<file path="src/rtl/pucc_serial_pkg.sv">
// Shared definitions for the serial converter pair (piso_buffer and its SIPO).
//   shift_state_t : state of a shift stage (idle / actively shifting)
//   count_width   : width of a counter that must hold values 0..bits
package pucc_serial_pkg;

  typedef enum logic {SHIFT_IDLE, SHIFT_ACTIVE} shift_state_t;

  function automatic int unsigned count_width(input int unsigned bits);
    return $clog2(bits + 1);
  endfunction

endpackage

</file>
<file path="src/rtl/piso_buffer_word_slot.sv">
// One-entry holding register with load/take strobes.
//   clk, rst  : clock, synchronous active-high reset
//   load      : capture load_data and mark the slot full
//   load_data : word to capture
//   take      : slot contents consumed; mark the slot empty
//   full      : slot holds a word
//   data      : held word
// load and take never coincide: the owner only loads an empty slot and only
// takes from a full one.
module word_slot #(
  parameter int unsigned DATA_BITS = 8
) (
  input  logic                 clk,
  input  logic                 rst,
  input  logic                 load,
  input  logic [DATA_BITS-1:0] load_data,
  input  logic                 take,
  output logic                 full,
  output logic [DATA_BITS-1:0] data
);

  logic                 full_q, full_d;
  logic [DATA_BITS-1:0] data_q, data_d;

  always_comb begin
    full_d = full_q;
    data_d = data_q;
    if (take) begin
      full_d = 1'b0;
    end
    if (load) begin
      full_d = 1'b1;
      data_d = load_data;
    end
  end

  always_ff @(posedge clk) begin
    if (rst) begin
      full_q <= 1'b0;
      data_q <= '0;
    end else begin
      full_q <= full_d;
      data_q <= data_d;
    end
  end

  assign full = full_q;
  assign data = data_q;

endmodule

</file>
<file path="src/rtl/piso_buffer.sv">
// Parallel-in, serial-out converter with a holding slot in front of the
// shift stage so the next word is queued while the current one drains.
//   clk, rst     : clock, synchronous active-high reset
//   input_valid  : upstream word valid
//   input_data   : upstream word
//   input_ready  : holding slot empty (forced low during reset)
//   output_valid : output_bit carries a valid bit
//   output_bit   : current serial bit (0 when idle)
//   output_ready : downstream accepts the current bit
//   busy         : holding slot full or shift stage active
module piso_buffer
  import pucc_serial_pkg::*;
#(
  parameter int unsigned DATA_BITS = 8,
  parameter bit          MSB_FIRST = 1'b1
) (
  input  logic                 clk,
  input  logic                 rst,
  input  logic                 input_valid,
  input  logic [DATA_BITS-1:0] input_data,
  output logic                 input_ready,
  output logic                 output_valid,
  output logic                 output_bit,
  input  logic                 output_ready,
  output logic                 busy
);

  localparam int unsigned CW = count_width(DATA_BITS);

  generate
    if (DATA_BITS < 2) begin : g_width_check
      $error("piso_buffer: DATA_BITS must be >= 2");
    end
  endgenerate

  logic                 hold_full;
  logic [DATA_BITS-1:0] hold_data;

  shift_state_t         state_q, state_d;
  logic [DATA_BITS-1:0] shift_q, shift_d;
  logic [CW-1:0]        bits_left_q, bits_left_d;

  logic                 accept;
  logic                 out_hs;
  logic                 last_bit;
  logic                 transfer;
  logic [DATA_BITS-1:0] shifted;
  logic                 emit_bit;

  assign input_ready  = !hold_full && !rst;
  assign accept       = input_valid && input_ready;
  assign output_valid = (state_q == SHIFT_ACTIVE);
  assign out_hs       = output_valid && output_ready;
  assign last_bit     = (bits_left_q == CW'(1));
  // A held word enters the shift stage when the stage is idle, or on the
  // handshake of the last bit so the stream continues without a bubble.
  assign transfer     = hold_full &&
                        ((state_q == SHIFT_IDLE) || (last_bit && out_hs));

  word_slot #(
    .DATA_BITS (DATA_BITS)
  ) u_slot (
    .clk       (clk),
    .rst       (rst),
    .load      (accept),
    .load_data (input_data),
    .take      (transfer),
    .full      (hold_full),
    .data      (hold_data)
  );

  always_comb begin
    if (MSB_FIRST) begin
      shifted  = {shift_q[DATA_BITS-2:0], 1'b0};
      emit_bit = shift_q[DATA_BITS-1];
    end else begin
      shifted  = {1'b0, shift_q[DATA_BITS-1:1]};
      emit_bit = shift_q[0];
    end
  end

  always_comb begin
    state_d     = state_q;
    shift_d     = shift_q;
    bits_left_d = bits_left_q;
    if (transfer) begin
      state_d     = SHIFT_ACTIVE;
      shift_d     = hold_data;
      bits_left_d = CW'(DATA_BITS);
    end else if (out_hs) begin
      if (last_bit) begin
        state_d     = SHIFT_IDLE;
        shift_d     = '0;
        bits_left_d = '0;
      end else begin
        shift_d     = shifted;
        bits_left_d = bits_left_q - CW'(1);
      end
    end
  end

  always_ff @(posedge clk) begin
    if (rst) begin
      state_q     <= SHIFT_IDLE;
      shift_q     <= '0;
      bits_left_q <= '0;
    end else begin
      state_q     <= state_d;
      shift_q     <= shift_d;
      bits_left_q <= bits_left_d;
    end
  end

  assign output_bit = output_valid && emit_bit;
  assign busy       = hold_full || output_valid;

endmodule

</file>
<file path="config.mk">
export PLATFORM = sky130hd
export DESIGN_NAME = piso_buffer
export DESIGN_NICKNAME = d
export VERILOG_FILES = /design/src/rtl/pucc_serial_pkg.sv /design/src/rtl/piso_buffer_word_slot.sv /design/src/rtl/piso_buffer.sv
export SDC_FILE = /design/constraint.sdc
export NUM_CORES = 1
export LEC_CHECK = 0
export CAP_MARGIN = 25
export CORE_MARGIN = 2
export CORE_UTILIZATION = 52
export DETAILED_ROUTE_END_ITERATION = 6
export PLACE_DENSITY = 0.78
export SETUP_SLACK_MARGIN = 0.1
export SLEW_MARGIN = 20
export SYNTH_ARGS = -nofsm -noshare
export SYNTH_HDL_FRONTEND = slang
export SYNTH_SLANG_ARGS = --single-unit
</file>
<file path="constraint.sdc">
create_clock -name clk -period 1.6 [get_ports clk]
set_input_delay 0.24 -clock clk [delete_from_list [all_inputs] [get_ports clk]]
set_output_delay 0.24 -clock clk [all_outputs]
set_load 0.02 [all_outputs]
</file>
* Yosys cells after proc, flatten, opt, wreduce, memory -nomap -nowiden
Index checks and enable logic that the tools add are counted.
** Storage, ports and cells
- Output and inout bits :: 4
- Word-level logic and storage cells :: 35
- Register bits after elaboration :: 22
- Bits of input ports :: 12
** Cells by class
- Add/sub/neg operators :: 1
- Bitwise operators :: 1
- Reductions and logical operators :: 15
- Multiplexer cells :: 11
- Equality and inequality tests :: 1
** Operators with widths (number)
- 8-bit 2-to-1 mux :: 3
- 4-bit 2-to-1 mux :: 3
- 1-bit logical AND :: 6
- 2-bit nonzero test :: 3
- 1-bit 2-to-1 mux :: 5
- 4-bit by 1-bit equality test with 1-bit output (second input constant) :: 1
- 4-bit by 1-bit subtractor with 4-bit output (second input constant) :: 1
- 1-bit zero test :: 2
- 1-bit logical OR :: 2
- 2-bit AND reduction :: 1
- 2-bit OR reduction :: 1
- 1-bit NOT :: 1

* Logic depth before layout (Yosys ltp)
Gate-level depths: netlist (run 1).
- Word-level depth :: 6
- Gate-level depth with buffers :: 6
- Mapped depth without buffers :: 5

* Hierarchy
From an unflattened synthesis (run 1), not the netlist that was laid out.
** Second synthesis, totals
- Cells, all modules :: 115
- Area total of the unflattened synthesis :: 1061.0 µm²
** Modules (own cells, without submodules)
- piso_buffer :: times used 1, cells each 85, area an instance 739.5 µm², seq. area each 260.2 µm²
- word_slot :: times used 1, cells each 30, area an instance 321.6 µm², seq. area each 180.2 µm²

* Worst setup path before layout (run 1)
OpenSTA, ideal clock, no wires.
- Path kind :: register to register
- Start point :: register bits_left_q[1]
- End point :: register bits_left_q[2]
- Required time :: 1514 ps
- Slack :: 112 ps
- Setup time :: 86 ps
- Stages on the path, launching flop included :: 7
- Period minus slack after synthesis :: 1488 ps
- Path buffers :: 1
- Arrival time :: 1402 ps
- Cell sequence :: dfxtp_1 inv_1 ha_1 or3b_1 buf_6 or3b_1 a221oi_2
** Between the ends
- Longest elaborated chain between the ends :: 5
- Elaborated cells on any way between the ends :: 7
- Those cells by class :: add/sub (1); eq/ne (1); mux (1); reduce/logical (4)
** Ends and longest elaborated chain
- from (decl) :: RTL line piso_buffer.sv:41 : logic [CW-1:0] bits_left_q, bits_left_d;
- from (signal assigned) :: RTL line piso_buffer.sv:110 : bits_left_q <= bits_left_d;
- parallel branches: the longest is 5 deep, another holds 4-bit by 1-bit subtractor with 4-bit output
Several ways; the timed one is not identified.
A chain may end at the register's enable or synchronous reset.

* Final worst setup path (run 1)
Ends and elaborated chain as after synthesis.

==> results of run 1 <==
==> metal layers <==
layer / share of wire (%) / GRT usage, % / up-vias
li1: - / - / 461
met1: 47 / 26.4 / 445
met2: 49 / 30.2 / 19
met3: 3.2 / 2.15 / 2
met4: 0.78 / 7.14 / 0
met5: 0 / 0 / -
==> report_power, final <==
part	internal [W]	total (W)	switching [W]
Combinational	0.000132	0.000270	0.000138
Sequential	0.000595	0.000627	0.0000315
Clock	0.000139	0.000300	0.000162
Total	0.000866	0.00120	0.000331
==> critical path: stages, from the launching register on <==
cell and delay, ns:
dfxtp_2 0.36, inv_2 0.05, ha_4 0.16, or3b_4 0.24, or3b_4 0.37, a221oi_2 0.22
==> worst paths after layout <==
kind / start / endpoint / slack (ns) / depth (start not counted)
max reg2reg: bits_left_q[1] / bits_left_q[2] / 0.12 / 5
min reg2reg: shift_q[0] / shift_q[0] / 0.47 / 2
min: shift_q[0] / shift_q[0] / 0.47 / 2
max: bits_left_q[1] / bits_left_q[2] / 0.12 / 5
==> state kept, by name (all words and copies together) (netlist names) <==
name          count
bits_left_q       4
output_valid      1
shift_q           8
u_slot.data       8
u_slot.full       1
==> through the flow <==
step           area (um2)  util (%)  setup TNS, ns  total power (W)
2_1_floorplan        1070         -              0         0.000812
3_3_place_gp         1260      64.9        -0.0292         0.000890
3_5_place_dp         1260      64.9        -0.0425         0.000902
4_1_cts              1310      67.2              0          0.00120
5_1_grt              1330      68.6              0          0.00126
6_report             1330      68.6              0          0.00120
==> synthesized netlist by cell type <==
master	count
or3b_1	2
o21ai_0	1
a311oi_1	6
nand2b_1	1
and2_1	2
buf_6	1
mux2_4	1
nand3b_1	1
inv_1	3
buf_4	2
or3_1	1
ha_1	2
nand3_1	10
a211oi_1	2
nand2_1	5
buf_2	5
mux2i_1	9
a21oi_1	4
a32oi_1	1
nor4b_1	1
nand2b_4	1
a221oi_2	1
and4bb_1	1
a311oi_2	1
clkinv_1	1
nor2_1	17
dfxtp_1	22
nor2b_1	1
o21a_1	1
clkbuf_1	2
o211ai_1	8
==> final cells by class <==
class,instances,area share (%)
inverter,4,1.13
multi-input combinational,80,43.2
sequential,22,33.3
clock buffer,4,2.72
timing repair buffer,26,17.1
tap,27,2.54
==> timing repair <==
action                                  in CTS  in global routing
gates resized for setup                      8                  5
endpoints found under the setup margin      13                  9
buffers inserted                             1                  1
cloned                                       0                  0
pin swaps                                    0                  1
==> kinds of logic after synthesis <==
family	synth area share [%]
AND/OR/NAND/NOR	21.0
AO/OA/AOI/OAI	18.6
flip-flops	41.3
buffers and inverters	6.92
multiplexers	9.85
adder cells (fa/ha/maj)	2.34
==> run summary, run 1 <==
post-cts hold buffer count -> 0
Tmin final -> 1.48 ns
NumNets Final -> 151
die area -> 0.00243 mm2
Final period util -> 92.2%
via count -> 927
Synth Area per Inst -> 9.20 um2
final WL -> 2180 um
Final setup viols -> 0
sequential cell area -> 444 um2
crit start category -> flip-flop
wire per inst -> 13.4 um
Synth area leader -> dfxtp_1
number of placed I/O pins -> 16
largest cells by area after synthesis -> dfxtp_1 41%, mux2i_1 8.4%, nor2_1 6.0%, o211ai_1 5.6%, a311oi_1 4.9%
number of global-route vias before repair -> 861
Max H-tree Level -> 1
Non-Filler Instances -> 163
antenna violations before repair -> 0
distinct cell type count after synthesis -> 31
status -> finished, final reports clean
WHS -> 0.468 ns
Hold Violations, Final -> 0
DP HPWL -> 1610 um
Synth Instances -> 116
TritonCTS Buffers -> 3
Setup Skew -> 0.00672 ns
core area -> 0.00194 mm2
iteration count of the initial detailed-routing pass -> 4
synthesized net count -> 130
DP Cell Count -> 157
post-synth top area share -> 41.3%
grt ovf -> 0
max-slew violation count -> 0
Pwr Density -> 898 mW/mm2
synth-to-layout area growth -> 24.9%
synth warn -> 0
fmax -> 678 MHz
Worst Setup End Kind -> flip-flop
first-pass GRT wire length -> 3700 um
DIE HEIGHT -> 49.3 um
Clock Sink Count -> 22
DP Worst Slack -> -0.0222 ns
GPL Wtd Cong -> 0.875
Total GRT Usage -> 19.0%
Worst VDD drop -> 0.712 mV
leakage -> 0.501 nW
fill count -> 176
Max-Cap Viols -> 0
RSZ-0062 raised after global routing -> yes
WS Path Type -> flip-flop to flip-flop
area of the multi-input gates -> 576 um2
detail-routed via count per cell -> 5.69
drt drc -> 0
number of core rows -> 16
Critical Path Fanout Max -> 4
CP Data Required Time -> 1.82 ns
Slew HR -> 81.0%
Hold WC Path Type -> flip-flop to flip-flop
commonest non-fill, non-tap cell in the layout -> dfxtp_1
largest net degree at the start of global routing -> 23
starting density of the core -> 55.0%
root buffer cell -> clkbuf_4
worst setup margin -> 0.124 ns
initial DRC count -> 7
Synth Cell Area -> 0.00107 mm2
post-route ant nets -> 0
flops & latches, synth -> 22
most frequent cells in the layout -> 19 x dfxtp_1, 17 x nor2_1, 11 x clkdlybuf4s50_1, 11 x buf_4, 10 x nand3_1
proportion of layout cells with a drive suffix above 1 -> 19.9%
ant diodes -> 0
sequential share of the synthesized area -> 41.3%
number of port buffers -> 15
Worst-Skew Late Latency -> 0.30 ns
Die X -> 49.3 um
Arr. time, crit path -> 1.70 ns
CTS tree -> yes
maximum buffer depth of the clock tree -> 2
clock-pin slew on the worst setup and hold paths -> 0.11 ns
Tightest Pin Transition -> 0.280 ns
(Power assumes the default switching activity.)
==> run 2, diff against run 1 <==
--- a/config.mk
+++ b/config.mk
@@ -11,7 +11,9 @@
 export DETAILED_ROUTE_END_ITERATION = 6
 export PLACE_DENSITY = 0.78
 export SETUP_SLACK_MARGIN = 0.1
+export SKIP_CTS_REPAIR_TIMING = 1
 export SLEW_MARGIN = 20
 export SYNTH_ARGS = -nofsm -noshare
 export SYNTH_HDL_FRONTEND = slang
+export SYNTH_HIERARCHICAL = 1
 export SYNTH_SLANG_ARGS = --single-unit
==> run summary, run 2 <==
status -> finished, final reports clean (unchanged)
worst path bufs/invs -> 2 (was 1)
Tightest Pin Transition -> 0.283 ns (was 0.280 ns)
Max-Cap Viols -> 0 (unchanged)
Hold WC Path Type -> flip-flop to flip-flop (unchanged)
commonest non-fill, non-tap cell in the layout -> dfxtp_1 (unchanged)
first-pass GRT wire length -> 3720 um (was 3700 um)
Synth Area per Inst -> 9.23 um2 (was 9.20 um2)
ant diodes -> 0 (unchanged)
WHS -> 0.504 ns (was 0.468 ns)
Final setup viols -> 0 (unchanged)
largest net degree at the start of global routing -> 23 (unchanged)
distinct cell type count after synthesis -> 29 (was 31)
Worst Setup End Kind -> flip-flop (unchanged)
fill count -> 158 (was 176)
most used routing layer -> met2 (unchanged)
Synth area leader -> dfxtp_1 (unchanged)
EDFF count, synth -> 0 (unchanged)
worst r2r dst -> shift_q[2] (was bits_left_q[2])
synth-to-layout area growth -> 30.1% (was 24.9%)
Critical Path Max Stage Delay -> 0.39 ns (was 0.37 ns)
CP Data Required Time -> 1.80 ns (was 1.82 ns)
Synth Instances -> 115 (was 116)
Slew HR -> 81.1% (was 81.0%)
Pwr Density -> 949 mW/mm2 (was 898 mW/mm2)
flops & latches, synth -> 22 (unchanged)
Arr. time, crit path -> 1.67 ns (was 1.70 ns)
hold path start -> shift_q[5] (was shift_q[0])
met1 usage -> 26.8% (was 26.4%)
root buffer cell -> clkbuf_4 (unchanged)
TritonCTS Buffers -> 3 (unchanged)
Clock Sink Count -> 22 (unchanged)
most frequent cells in the layout -> 19 x dfxtp_1, 15 x nor2_1, 11 x clkdlybuf4s50_1, 10 x nand3_1, 9 x buf_4 (was 19 x dfxtp_1, 17 x nor2_1, 11 x clkdlybuf4s50_1, 11 x buf_4, 10 x nand3_1)
number of placed I/O pins -> 16 (unchanged)
final WL -> 2370 um (was 2180 um)
r2r setup slk -> 0.13 ns (was 0.12 ns)
RSZ-0062 raised after global routing -> no (was yes)
synthesized net count -> 129 (was 130)
Setup Skew -> 0.00460 ns (was 0.00672 ns)
clock-pin slew on the worst setup and hold paths -> 0.13 ns (was 0.11 ns)
post-route ant nets -> 0 (unchanged)
WS Path Type -> flip-flop to flip-flop (unchanged)
Worst-Skew Late Latency -> 0.31 ns (was 0.30 ns)
largest cells by area after synthesis -> dfxtp_1 42%, mux2i_1 7.5%, a311oi_1 6.6%, nor2_1 5.7%, o211ai_1 5.7% (was dfxtp_1 41%, mux2i_1 8.4%, nor2_1 6.0%, o211ai_1 5.6%, a311oi_1 4.9%)
GPL Wtd Cong -> 0.856 (was 0.875)
cells on worst reg2reg path -> 6 (was 5)
post-synth top area share -> 41.5% (was 41.3%)
maximum buffer depth of the clock tree -> 2 (unchanged)
Main synth FF type -> dfxtp_1 (unchanged)
DIE HEIGHT -> 49.2 um (was 49.3 um)
iteration count of the initial detailed-routing pass -> 4 (unchanged)
cell family with most CP delay -> simple AND/OR/NAND/NOR gates (unchanged)
fmax -> 680 MHz (was 678 MHz)
Hold Violations, Final -> 0 (unchanged)
Tmin final -> 1.47 ns (was 1.48 ns)
sequential share of the synthesized area -> 41.5% (was 41.3%)
proportion of layout cells with a drive suffix above 1 -> 21.5% (was 19.9%)
via count -> 941 (was 927)
crit start category -> flip-flop (unchanged)
Total GRT Usage -> 19.4% (was 19.0%)
ys async rst share -> 0% (unchanged)
Max H-tree Level -> 1 (unchanged)
synth warn -> 6 (was 0)
reg2reg start -> bits_left_q[1] (unchanged)
core area -> 0.00194 mm2 (unchanged)
number of core rows -> 16 (unchanged)
top post-synthesis cells by count -> 22 x dfxtp_1, 16 x nor2_1, 10 x nand3_1 (was 22 x dfxtp_1, 17 x nor2_1, 10 x nand3_1)
met2 layer usage reported by global route -> 31.5% (was 30.2%)
Die X -> 49.2 um (was 49.3 um)
grt ovf -> 0 (unchanged)
wire per inst -> 14.6 um (was 13.4 um)
Critical Path Fanout Max -> 7 (was 4)
grt met3 use -> 2.76% (was 2.15%)
leakage -> 0.541 nW (was 0.501 nW)
CTS tree -> yes (unchanged)
antenna violations before repair -> 0 (unchanged)
Hold Path End -> shift_q[6] (was shift_q[0])
most numerous cell in the Yosys netlist -> dfxtp_1 (unchanged)
starting density of the core -> 54.6% (was 55.0%)
Post-DP Area -> 0.00126 mm2 (about the same)
initial DRC count -> 40 (was 7)
post-route cell area -> 0.00138 mm2 (was 0.00133 mm2)
detail-routed via count per cell -> 5.81 (was 5.69)
worst hold path depth -> 2 (unchanged)
Critical Path, Cell by Cell -> inv_2 > ha_4 > or3b_4 > buf_4 > nand3_1 > a311oi_1 (was inv_2 > ha_4 > or3b_4 > or3b_4 > a221oi_2)
die area -> 0.00242 mm2 (was 0.00243 mm2)
number of port buffers -> 15 (unchanged)
NumNets Final -> 150 (was 151)
Worst VDD drop -> 1.02 mV (was 0.712 mV)
CP max stage cell -> or3b_4 (unchanged)
number of global-route vias before repair -> 861 (unchanged)
Synth Cell Area -> 0.00106 mm2 (was 0.00107 mm2)
Final period util -> 91.9% (was 92.2%)
DP HPWL -> 1470 um (was 1610 um)
drt drc -> 0 (unchanged)
max-slew violation count -> 0 (unchanged)
-- run 2: changes by cell type in the layout (fill, tap and decap cells not counted), sizes merged, moves of 2 or more --
cell | before | now
o21ai | 1 | 3
inv | 3 | 6
dlymetal6s2s | 0 | 4
dlygate4sd2 | 4 | 0
nand2 | 5 | 3
-- run 2: cell families after synthesis --
group,Yosys count,share of synthesized area (%)
AO/OA/AOI/OAI,25,19.5
adder cells (fa/ha/maj),2,2.36
buffers and inverters,16,8.37
flip-flops,22,41.5
multiplexers,9,8.61
AND/OR/NAND/NOR,41,19.7
-- run 2: power breakdown --
part	internal, W	switching [W]
clock network	0.000253	0.000180
logic	0.000129	0.000129
registers	0.000589	0.0000291
total	0.000971	0.000338
-- run 2: through the flow --
step / cells / setup TNS (ns) / util, % / setup slack (ns) / total power [W]
floorplan: 115 / 0 / - / 0.140 / 0.000781
global placement: 156 / -0.0894 / 65.1 / -0.0650 / 0.000855
detailed placement: 156 / -0.371 / 65.1 / -0.141 / 0.000864
CTS: 160 / -0.342 / 67.8 / -0.125 / 0.00129
global route: 162 / 0 / 71.1 / 0.0888 / 0.00136
finish: 162 / 0 / 71.1 / 0.130 / 0.00131
-- run 2: worst max path at each step --
stage	endpoint	slack, ns	start	depth (start not counted)
after floorplan	u_slot/full	0.14	bits_left_q[1]	8
after global placement	u_slot/full	-0.06	output_ready	6
after detailed placement	u_slot/full	-0.14	output_ready	6
after CTS	output_bit	-0.12	output_valid	2
after global routing	shift_q[4]	0.09	bits_left_q[1]	6
final	shift_q[2]	0.13	bits_left_q[1]	6
-- run 2: area by class of cell --
cell class | count | area, um2 | area share [%]
Clock buffer | 3 | 22.5 | 1.63
Clock inverter | 1 | 30.0 | 2.18
Inverter | 6 | 22.5 | 1.63
Multi-Input combinational cell | 78 | 579 | 42.0
Sequential cell | 22 | 444 | 32.2
Tap cell | 27 | 33.8 | 2.45
Timing Repair Buffer | 25 | 248 | 18.0
-- run 2: worst reg2reg max path: cells and delay by family (launching register included) --
kind            cells  cell delay [ns]
buf+inv             2             0.27
compound gates      1             0.10
flops               1             0.34
fa+ha+maj           1             0.16
simple gates        2             0.47
-- run 2: metal layers --
metal	routed length, um	up-vias
met5	0	-
met2	1140	46
met1	1030	437
met3	158	4
li1	-	454
met4	36	0
==> run 3, diff against run 2 <==
--- a/config.mk
+++ b/config.mk
@@ -10,6 +10,7 @@
 export CORE_UTILIZATION = 52
 export DETAILED_ROUTE_END_ITERATION = 6
 export PLACE_DENSITY = 0.78
+export REMOVE_ABC_BUFFERS = 1
 export SETUP_SLACK_MARGIN = 0.1
 export SKIP_CTS_REPAIR_TIMING = 1
 export SLEW_MARGIN = 20
==> run summary, run 3 (synthesized netlist as in run 2, its figures left out) <==
crit start category -> flip-flop (unchanged)
Pwr Density -> 949 mW/mm2 (about the same)
drt drc -> 0 (unchanged)
Worst Setup End Kind -> flip-flop (unchanged)
Max H-tree Level -> 1 (unchanged)
clock-pin slew on the worst setup and hold paths -> 0.13 ns (about the same)
iteration count of the initial detailed-routing pass -> 4 (unchanged)
via count -> 892 (was 941)
number of port buffers -> 15 (unchanged)
WS Path Type -> flip-flop to flip-flop (unchanged)
worst setup margin -> 0.105 ns (was 0.130 ns)
maximum buffer depth of the clock tree -> 2 (unchanged)
CP Data Required Time -> 1.82 ns (was 1.80 ns)
TritonCTS Buffers -> 3 (unchanged)
fmax -> 669 MHz (was 680 MHz)
ant diodes -> 0 (unchanged)
proportion of layout cells with a drive suffix above 1 -> 20.1% (was 21.5%)
Arr. time, crit path -> 1.71 ns (was 1.67 ns)
number of core rows -> 16 (unchanged)
most frequent cells in the layout -> 19 x dfxtp_1, 16 x nor2_1, 11 x clkdlybuf4s50_1, 10 x nand3_1, 9 x buf_4 (was 19 x dfxtp_1, 15 x nor2_1, 11 x clkdlybuf4s50_1, 10 x nand3_1, 9 x buf_4)
Hold Violations, Final -> 0 (unchanged)
starting density of the core -> 54.6% (unchanged)
RSZ-0062 raised after global routing -> yes (was no)
Tmin final -> 1.50 ns (was 1.47 ns)
Tightest Pin Transition -> 0.277 ns (was 0.283 ns)
Cell Int Power -> 0.000966 W (was 0.000971 W)
CTS tree -> yes (unchanged)
synth-to-layout area growth -> 27.8% (was 30.1%)
number of placed I/O pins -> 16 (unchanged)
Final setup viols -> 0 (unchanged)
post-route cell area -> 0.00136 mm2 (was 0.00138 mm2)
antenna violations before repair -> 0 (unchanged)
Die X -> 49.2 um (unchanged)
Final period util -> 93.5% (was 91.9%)
Logic pwr share -> 19.2% (was 19.6%)
sw frac -> 24.9% (was 25.8%)
final WL -> 2210 um (was 2370 um)
GPL Wtd Cong -> 0.818 (was 0.856)
first-pass GRT wire length -> 3880 um (was 3720 um)
NumNets Final -> 149 (was 150)
commonest non-fill, non-tap cell in the layout -> dfxtp_1 (unchanged)
Critical Path Fanout Max -> 3 (was 7)
core area -> 0.00194 mm2 (unchanged)
Hold WC Path Type -> flip-flop to flip-flop (unchanged)
register share of total power -> 48.1% (was 47.2%)
WHS -> 0.482 ns (was 0.504 ns)
r2r setup slk -> 0.10 ns (was 0.13 ns)
Total GRT Usage -> 20.6% (was 19.4%)
Clock Sink Count -> 22 (unchanged)
DP Worst Slack -> -0.0855 ns (was -0.141 ns)
wire per inst -> 13.7 um (was 14.6 um)
max-slew violation count -> 0 (unchanged)
root buffer cell -> clkbuf_4 (unchanged)
detail-routed via count per cell -> 5.54 (was 5.81)
Post-DP Area -> 0.00127 mm2 (was 0.00126 mm2)
power share of the clock group -> 32.8% (was 33.1%)
Slew HR -> 81.6% (was 81.1%)
Worst-Skew Late Latency -> 0.31 ns (about the same)
Net Sw Power -> 0.000321 W (was 0.000338 W)
Worst VDD drop -> 0.899 mV (was 1.02 mV)
number of global-route vias before repair -> 866 (was 861)
DP HPWL -> 1620 um (was 1470 um)
Max-Cap Viols -> 0 (unchanged)
largest net degree at the start of global routing -> 23 (unchanged)
post-route ant nets -> 0 (unchanged)
DIE HEIGHT -> 49.2 um (unchanged)
leakage -> 0.536 nW (was 0.541 nW)
status -> finished, final reports clean (unchanged)
initial DRC count -> 21 (was 40)
grt ovf -> 0 (unchanged)
Setup Skew -> 0.0126 ns (was 0.00460 ns)
die area -> 0.00242 mm2 (unchanged)
run 3: final timing paths:
| kind | cells past startpoint | endpoint | startpoint |
|---|---|---|---|
| max | 5 | bits_left_q[2] | bits_left_q[1] |
| min | 2 | shift_q[0] | shift_q[0] |
| max reg2reg | 5 | bits_left_q[2] | bits_left_q[1] |
| min reg2reg | 2 | shift_q[0] | shift_q[0] |
run 3: power by group through the flow:
stage	Clock (W)	Combinational, W	Sequential, W
floorplan	0	0.000126	0.000626
global placement	0	0.000228	0.000625
detailed placement	0	0.000238	0.000627
CTS	0.000431	0.000241	0.000615
global route	0.000452	0.000272	0.000624
finish	0.000422	0.000246	0.000618
run 3: final cells by class:
cell class                      instances  area [um2]
Clock buffer                            3        22.5
Tap cell                               27        33.8
Inverter                                6        22.5
Fill cell                             165         586
Sequential cell                        22         444
Timing Repair Buffer                   25         248
Multi-Input combinational cell         77         556
Clock inverter                          1        30.0
run 3: stage by stage:
stage          setup TNS [ns]  util, %  power, W  cells
4_1_cts                -0.433     67.9   0.00129    161
6_report                    0     69.8   0.00129    161
3_3_place_gp          -0.0911     65.2  0.000853    157
3_5_place_dp           -0.456     65.2  0.000865    157
2_1_floorplan               0        -  0.000752    105
5_1_grt                     0     69.8   0.00135    161
run 3: critical path: stages (launching register included):
cell	delay [ns]
dfxtp_2	0.35
inv_2	0.06
ha_4	0.15
or3b_4	0.23
or3b_4	0.37
a211oi_2	0.25
run 3: routing by layer:
metal  GRT usage, %  vias up  routed length, um
met5              0        -                  0
met4           6.67        0                  9
met2           37.2       17               1150
met1           25.4      420                986
li1               -      453                  -
met3           2.15        2                 59
